--- config.mk ---
export PLATFORM = sky130hd
export DESIGN_NAME = fetch_unit
export DESIGN_NICKNAME = d
export VERILOG_FILES = /design/src/rtl/cpu_defs.sv /design/src/rtl/fetch_queue.sv /design/src/rtl/fetch_unit.sv
export SDC_FILE = /design/constraint.sdc
export NUM_CORES = 1
export LEC_CHECK = 0
export ABC_AREA = 1
export BUFFER_PORTS_ARGS = -buffer_cell sky130_fd_sc_hd__buf_2
export CORE_ASPECT_RATIO = 1.2
export CORE_MARGIN = 1.5
export CORE_UTILIZATION = 40
export CTS_CLUSTER_SIZE = 30
export DETAILED_ROUTE_END_ITERATION = 10
export PLACE_DENSITY = 0.62
export SYNTH_ARGS = -nofsm -noshare
export SYNTH_HDL_FRONTEND = slang
export SYNTH_SLANG_ARGS = --single-unit
--- constraint.sdc ---
create_clock -name clk -period 23.6 [get_ports clk]
set_input_delay 4.72 -clock clk [delete_from_list [all_inputs] [get_ports clk]]
set_output_delay 4.72 -clock clk [all_outputs]
set_load 0.05 [all_outputs]
--- src/rtl/cpu_defs.sv ---
// Shared CPU definitions: reset PC, nop encoding and the fetch-queue entry record.
package cpu_defs;

    localparam logic [31:0] PC_RESET  = 32'h0000_3000;
    localparam logic [31:0] INSTR_NOP = 32'h0000_0000;

    typedef struct packed {
        logic [31:0] instr;
        logic [31:0] pc;
        logic        exc;
    } fetch_entry_t;

endpackage

--- src/rtl/fetch_queue.sv ---
// Circular FIFO of fetch entries with wrap-around pointers and an occupancy counter.
// The head entry is presented combinationally from the read pointer.
module fetch_queue
    import cpu_defs::*;
#(
    parameter int DEPTH = 2
)(
    input  logic                         clk,
    input  logic                         reset,
    input  logic                         push,
    input  logic                         pop,
    input  logic                         clear,
    input  fetch_entry_t                 din,
    output logic [$clog2(DEPTH+1)-1:0]   count,
    output fetch_entry_t                 head
);

    localparam int            PW   = $clog2(DEPTH);
    localparam logic [PW-1:0] LAST = PW'(DEPTH - 1);

    fetch_entry_t  mem [DEPTH];
    logic [PW-1:0] wr_ptr;
    logic [PW-1:0] rd_ptr;

    function automatic logic [PW-1:0] ptr_next(input logic [PW-1:0] p);
        return (p == LAST) ? '0 : p + 1'b1;
    endfunction

    // Storage, pointers and occupancy; clear empties the queue and wins over push/pop.
    always_ff @(posedge clk or posedge reset) begin
        if (reset) begin
            wr_ptr <= '0;
            rd_ptr <= '0;
            count  <= '0;
            for (int i = 0; i < DEPTH; i++) begin
                mem[i] <= '0;
            end
        end else if (clear) begin
            wr_ptr <= '0;
            rd_ptr <= '0;
            count  <= '0;
        end else begin
            if (push) begin
                mem[wr_ptr] <= din;
                wr_ptr      <= ptr_next(wr_ptr);
            end
            if (pop) begin
                rd_ptr <= ptr_next(rd_ptr);
            end
            if (push && !pop) begin
                count <= count + 1'b1;
            end else if (!push && pop) begin
                count <= count - 1'b1;
            end
        end
    end

    assign head = mem[rd_ptr];

endmodule

--- src/rtl/fetch_unit.sv ---
// Instruction-fetch stage: issues the PC to a 1-cycle synchronous instruction memory,
// queues returned words with their PC, and hands them to decode over valid/ready.
// Issue is credit-based so a response always finds room in the queue.
module fetch_unit
    import cpu_defs::*;
#(
    parameter int          DEPTH    = 2,
    parameter logic [31:0] IM_BASE  = PC_RESET,
    parameter int          IM_WORDS = 4096
)(
    input  logic        clk,
    input  logic        reset,
    input  logic [31:0] pc,
    output logic        pc_stall,
    output logic [31:0] im_addr,
    output logic        im_en,
    input  logic [31:0] im_rdata,
    input  logic        flush,
    output logic        id_valid,
    input  logic        id_ready,
    output logic [31:0] id_instr,
    output logic [31:0] id_pc,
    output logic        id_exc
);

    localparam int          CW      = $clog2(DEPTH + 1);
    localparam logic [CW:0] DEPTH_C = (CW + 1)'(DEPTH);
    localparam logic [32:0] IM_END  = {1'b0, IM_BASE} + 33'(4 * IM_WORDS);

    logic [CW-1:0] q_count;
    fetch_entry_t  q_head;
    fetch_entry_t  push_entry;
    fetch_entry_t  hold;
    fetch_entry_t  view;
    logic          push;
    logic          pop;
    logic          issue;
    logic          pc_exc;
    logic          inflight;
    logic [31:0]   req_pc;
    logic          req_exc;
    logic [CW:0]   occ_after_pop;
    logic [CW:0]   occ_now;

    assign id_valid = (q_count != '0);
    assign pop      = id_valid & id_ready;

    // Slots already claimed once this cycle's pop is taken into account; pop implies count >= 1.
    assign occ_after_pop = {1'b0, q_count} + {{CW{1'b0}}, inflight} - {{CW{1'b0}}, pop};
    assign occ_now       = {1'b0, q_count} + {{CW{1'b0}}, inflight};

    assign issue    = !flush && (occ_after_pop < DEPTH_C);
    assign im_en    = issue;
    assign im_addr  = pc;
    assign pc_stall = !issue && !flush;

    assign pc_exc = (pc[1:0] != 2'b00)
                 || ({1'b0, pc} < {1'b0, IM_BASE})
                 || ({1'b0, pc} >= IM_END);

    // Tracks the single outstanding memory request and its address check result.
    always_ff @(posedge clk or posedge reset) begin
        if (reset) begin
            inflight <= 1'b0;
            req_pc   <= '0;
            req_exc  <= 1'b0;
        end else if (issue) begin
            inflight <= 1'b1;
            req_pc   <= pc;
            req_exc  <= pc_exc;
        end else begin
            inflight <= 1'b0;
        end
    end

    // A response is dropped when a redirect arrives in the same cycle.
    always_comb begin
        push             = inflight && !flush;
        push_entry.instr = req_exc ? INSTR_NOP : im_rdata;
        push_entry.pc    = req_pc;
        push_entry.exc   = req_exc;
    end

    fetch_queue #(.DEPTH(DEPTH)) u_queue (
        .clk   (clk),
        .reset (reset),
        .push  (push),
        .pop   (pop),
        .clear (flush),
        .din   (push_entry),
        .count (q_count),
        .head  (q_head)
    );

    // Remembers the last presented head so outputs hold while the queue is empty.
    always_ff @(posedge clk or posedge reset) begin
        if (reset) begin
            hold <= '0;
        end else if (id_valid) begin
            hold <= q_head;
        end
    end

    assign view     = id_valid ? q_head : hold;
    assign id_instr = view.instr;
    assign id_pc    = view.pc;
    assign id_exc   = view.exc;

    occupancy_bound: assert property (@(posedge clk) disable iff (reset) occ_now <= DEPTH_C);

endmodule

# Word level (Yosys, flattened, before mapping)

Index checks and enable logic that the tools add are counted.
W data, S select, Z words.

Input bits: 68
Register bits after elaboration: 233
Word-level logic and storage cells: 67
Output and inout bits: 100

Multiplexer cells: 18
Add/sub/neg operators: 6
Magnitude comparators: 6
Bitwise logic cells: 4
Reductions and logical operators: 18

Operators with widths:

| kind                   | count |
|---|---|
| $mux W65               | 5 |
| $bwmux W130            | 1 |
| $demux W65 S1          | 1 |
| $ge A32 B15 Y1 const B | 1 |
| $lt A32 B14 Y1 const B | 1 |
| $mux W32               | 1 |
| $reduce_bool A2 Y1     | 4 |
| $mux W1                | 7 |
| $logic_and A1 B1 Y1    | 6 |
| $mux W2                | 3 |
| $ge A2 B2 Y1 const B   | 2 |
| $logic_not A1 Y1       | 4 |
| $not A1 Y2             | 2 |
| $add A2 B1 Y3          | 1 |
| $lt A3 B2 Y1 const B   | 1 |
| $reduce_bool A3 Y1     | 1 |
| $sub A3 B1 Y3          | 1 |
| $add A1 B1 Y1 const B  | 2 |
| $add A2 B1 Y2 const B  | 1 |
| $logic_or A1 B1 Y1     | 2 |
| $lt A2 B1 Y1 const B   | 1 |
| $reduce_and A2 Y1      | 1 |
| $sub A2 B1 Y2 const B  | 1 |
| $and A1 B1 Y1          | 1 |
| $not A1 Y1             | 1 |

# Longest topological paths before layout

Word-level depth: 7
Mapped depth: 13

# Hierarchy

A second synthesis with hierarchy kept.

Cells, all modules: 1,141
Area total of the unflattened synthesis: 10,353.7 um^2

Modules (own cells, without submodules):

| module      | times used | area an instance (um^2) | sequential area each (um^2) | cells an instance |
|---|---|---|---|---|
| fetch_queue | 1          | 5,972.0                 | 3,353.2                     | 588 |
| fetch_unit  | 1          | 4,381.7                 | 2,477.4                     | 553 |

# Worst setup path before layout

No wires, ideal clock.

Path kind: input to output
Start: input port id_ready
End: output port im_en
Arrival: 6.486 ns
Cell stages on the path: 8
Data required time: 18.880 ns
Path slack: 12.394 ns
Path through: inv_1 -> nor2_1 -> ha_1 -> or2_2 -> fa_1 -> nand3_1 -> nor2_2 -> buf_2

Longest elaborated chain between the ends: 4

RTL lines:

| what                | line             | RTL |
|---|---|---|
| from (decl)         | fetch_unit.sv:20 | `input logic id_ready,` |
| $and A1 B1 Y1       | fetch_unit.sv:46 | `assign pop = id_valid & id_ready;` |
| $sub A3 B1 Y3       | fetch_unit.sv:49 | `assign occ_after_pop = {1'b0, q_count} + {{CW{1'b0}}, inflight} - {{CW{1'b0}}, pop};` |
| $lt A3 B2 Y1        | fetch_unit.sv:52 | `assign issue = !flush && (occ_after_pop < DEPTH_C);` |
| $logic_and A1 B1 Y1 | fetch_unit.sv:52 |  |
| to (decl)           | fetch_unit.sv:16 | `output logic im_en,` |

Every way passes these cells.

# Worst setup path after layout

Ends and elaborated chain as after synthesis.

==> run_results.csv <==
group,metric,value,unit
run_status,outcome,"finished, final reports clean",
clock_network,clk-insertion-delay-late,520,ps
floorplan,ioPinCount,168,
critical_path,critPathLaunchType,"input port",
global_routing,grt_pass1_wl,40600,um
global_routing,grt_use_total,0.196,
synthesis,synth_top_area_cell,"dfrtp_1",
placed_design,io_buffers,167,
clock_network,cts_setup_buffers,0,
sta,rsz0062_at_grt,"no",
sta,hold_viol_final,0,
detailed_routing,routed_wl,25200,um
sta,relSlewSlack,0.361,
worst_hold_path,hold_path_startpoint,"u_queue.mem[84]",
floorplan,die-area,25800,um^2
clock_network,clock_sinks,233,
power,p_leak,6.30,nW
critical_path,r2r_end,"req_exc",
floorplan,die_h,176,um
worst_hold_path,hold_path_class,"register to register",
power,p_per_area,162,nW/um^2
layout,drive_gt1_frac,0.177,
detailed_routing,firstDrtPassIters,5,
placed_design,dp_cells,1615,
floorplan,start_util,0.405,
clock_network,cts_resized,0,
floorplan,core_area,24500,um^2
critical_path,r2r_start,"u_queue.count[1]",
critical_path,cp.arrival,6890,ps
detailed_routing,drtAntennaViolNets,0,
clock_network,clkTransAtPathRegs,60,ps
clock_network,htree_levels,1,
global_routing,grt_start_max_net_pins,94,
sta,max_freq,86.1,MHz
critical_path,end_kind,"output port",
floorplan,die_w,147,um
floorplan,row_count,63,
clock_network,cts_buffer_depth,3,
clock_network,cts_tree,"built",
synthesis,ys_types,20,
worst_hold_path,hold-path-cell-count,2,
job,maxCapViolCount,0,
critical_path,ff2ff_path_depth,11,
clock_network,postCtsHoldBufs,0,
critical_path,r2r_slack,20910,ps
layout,antenna_cells,0,
global_routing,antenna_found_initial,0,
synthesis,synth.avg_cell_area,8.23,um^2
detailed_routing,drt_iter0_drc,476,
detailed_routing,vias,7934,
power,ir_worst_vdd,0.0000904,V
layout,stdcell_count,1661,
sta,fin_skew,14.7,ps
critical_path,crit_type,"input port to output port",
clock_network,numCtsBuffers,25,
synthesis,synthesis.nets,1277,
sta,final_max_slew_viol_count,0,
layout,finish.net_count,1387,
synthesis,ys_ff_latch,233,
clock_network,cts-root-buf,"clkbuf_16",
worst_hold_path,hold_end,"u_queue.mem[84]",
critical_path,worstPathRequired,18880,ps
synthesis,syn_area,9930,um^2
sta,fin_tns_setup,0,ps
placed_design,dp_hpwl,13900,um
layout,fin_area,11600,um^2
critical_path,critical_path_peak_fanout,26,
synthesis,ys_warn_count,0,
detailed_routing,vias_per_cell,4.78,
global_routing,overflow,0,
sta,post-route-min-period,11610,ps
detailed_routing,wl_per_cell,15.2,um
synthesis,synth.top_cell.area_share,0.587,
detailed_routing,drc,0,
synthesis,synth_area_leaders,"dfrtp_1 (59%), nand2_1 (21%), a21oi_1 (6.6%)",
synthesis,seq_area_frac_synth,0.587,
placed_design,place.gp.congestion,0.776,
global_routing,grt_pass1_vias,7793,
layout,syn2layout_area_growth,16.5,%
placed_design,place_area,10700,um^2
sta,finalSetupViolCount,0,
synthesis,syn-instance-count,1207,
sta,post-route-period-util,0.492,
sta,worst_pin_slew,958,ps
## sequential cells by signal, summed over array words and instances, names as in the netlist
signal          count
hold               65
u_queue.wr_ptr      1
req_exc             1
u_queue.count       2
req_pc             32
inflight            1
u_queue.mem       130
u_queue.rd_ptr      1
## per-layer routing
layer,share of wire,global-route usage,vias up
met5,0,0,-
met4,0.018,0.0492,0
met3,0.042,0.0223,33
met2,0.50,0.355,181
met1,0.44,0.250,3823
li1,-,-,3897
## cell type report
cell class | instances | area, um^2
clock buffers | 34 | 709
clock inverters | 12 | 119
fillers | 2451 | 12900
inverters | 59 | 229
multi-input cells | 819 | 3350
flip-flops and latches | 233 | 5830
well taps | 325 | 407
repair buffers | 179 | 926
## layout by cell type (no fill, tap or decap)
cell type,count
bufinv_16,2
nor2_1,108
clkbuf_16,25
clkinvlp_4,2
inv_1,51
ha_1,1
nand4_1,1
fa_1,1
dfrtp_1,232
nor2_2,2
dfrtp_2,1
buf_2,167
nand2_1,542
clkbuf_1,4
a21oi_1,131
nand2_4,1
nor2_4,2
nand3_1,12
inv_6,1
inv_8,1
or2_2,1
o21ai_0,16
nor2_8,1
inv_2,7
clkinv_2,7
clkbuf_8,5
buf_4,12
## critical path, stage by stage
cell and delay (ps):
buf_2 100, inv_1 40, nor2_1 110, ha_1 240
or2_2 310, fa_1 510, nand3_1 110, nor2_2 100
buf_4 310, buf_2 330
## report_power, final
| group | switching [mW] | total [mW] | internal, mW |
|---|---|---|---|
| Sequential | 0.0746 | 0.632 | 0.557 |
| Clock | 0.160 | 0.393 | 0.233 |
| Combinational | 0.662 | 0.852 | 0.190 |
| Total | 0.897 | 1.88 | 0.980 |
## metrics by stage
| step | hold slack [ps] | worst slack, ps | power (mW) | util |
|---|---|---|---|---|
| after floorplan | 442 | 12390 | 1.28 | - |
| after global placement | 454 | 12040 | 1.49 | 0.438 |
| after detailed placement | 458 | 11980 | 1.50 | 0.438 |
| after CTS | 473 | 11980 | 1.90 | 0.472 |
| after global routing | 483 | 11870 | 1.99 | 0.472 |
| final | 469 | 11990 | 1.88 | 0.472 |
## logic make-up after synthesis
logic type	synth area share
AO/OA/AOI/OAI	0.0741
adder cells (fa/ha/maj)	0.00328
buffers and inverters	0.0771
flip-flops	0.587
AND/OR/NAND/NOR	0.258
## cell usage after synthesis
master,number
nand2_1,543
nand3_1,12
or2_2,1
inv_1,53
nor2_8,1
inv_2,6
ha_1,1
clkbuf_1,29
buf_2,24
nor2_4,1
dfrtp_1,233
buf_1,6
buf_4,33
a21oi_1,131
nor2_2,2
buf_6,4
fa_1,1
nor2_1,109
nand4_1,1
o21ai_0,16
## how the worst max path moves through the flow
| stage | slack, ps | from | cells after the start | to |
|---|---|---|---|---|
| floorplan | 12390 | id_ready | 8 | im_en |
| global placement | 12040 | id_ready | 10 | im_en |
| detailed placement | 11980 | id_ready | 10 | im_en |
| CTS | 11980 | id_ready | 10 | im_en |
| global route | 11870 | id_ready | 10 | im_en |
| finish | 11990 | id_ready | 10 | im_en |
(Power assumes the default switching activity.)
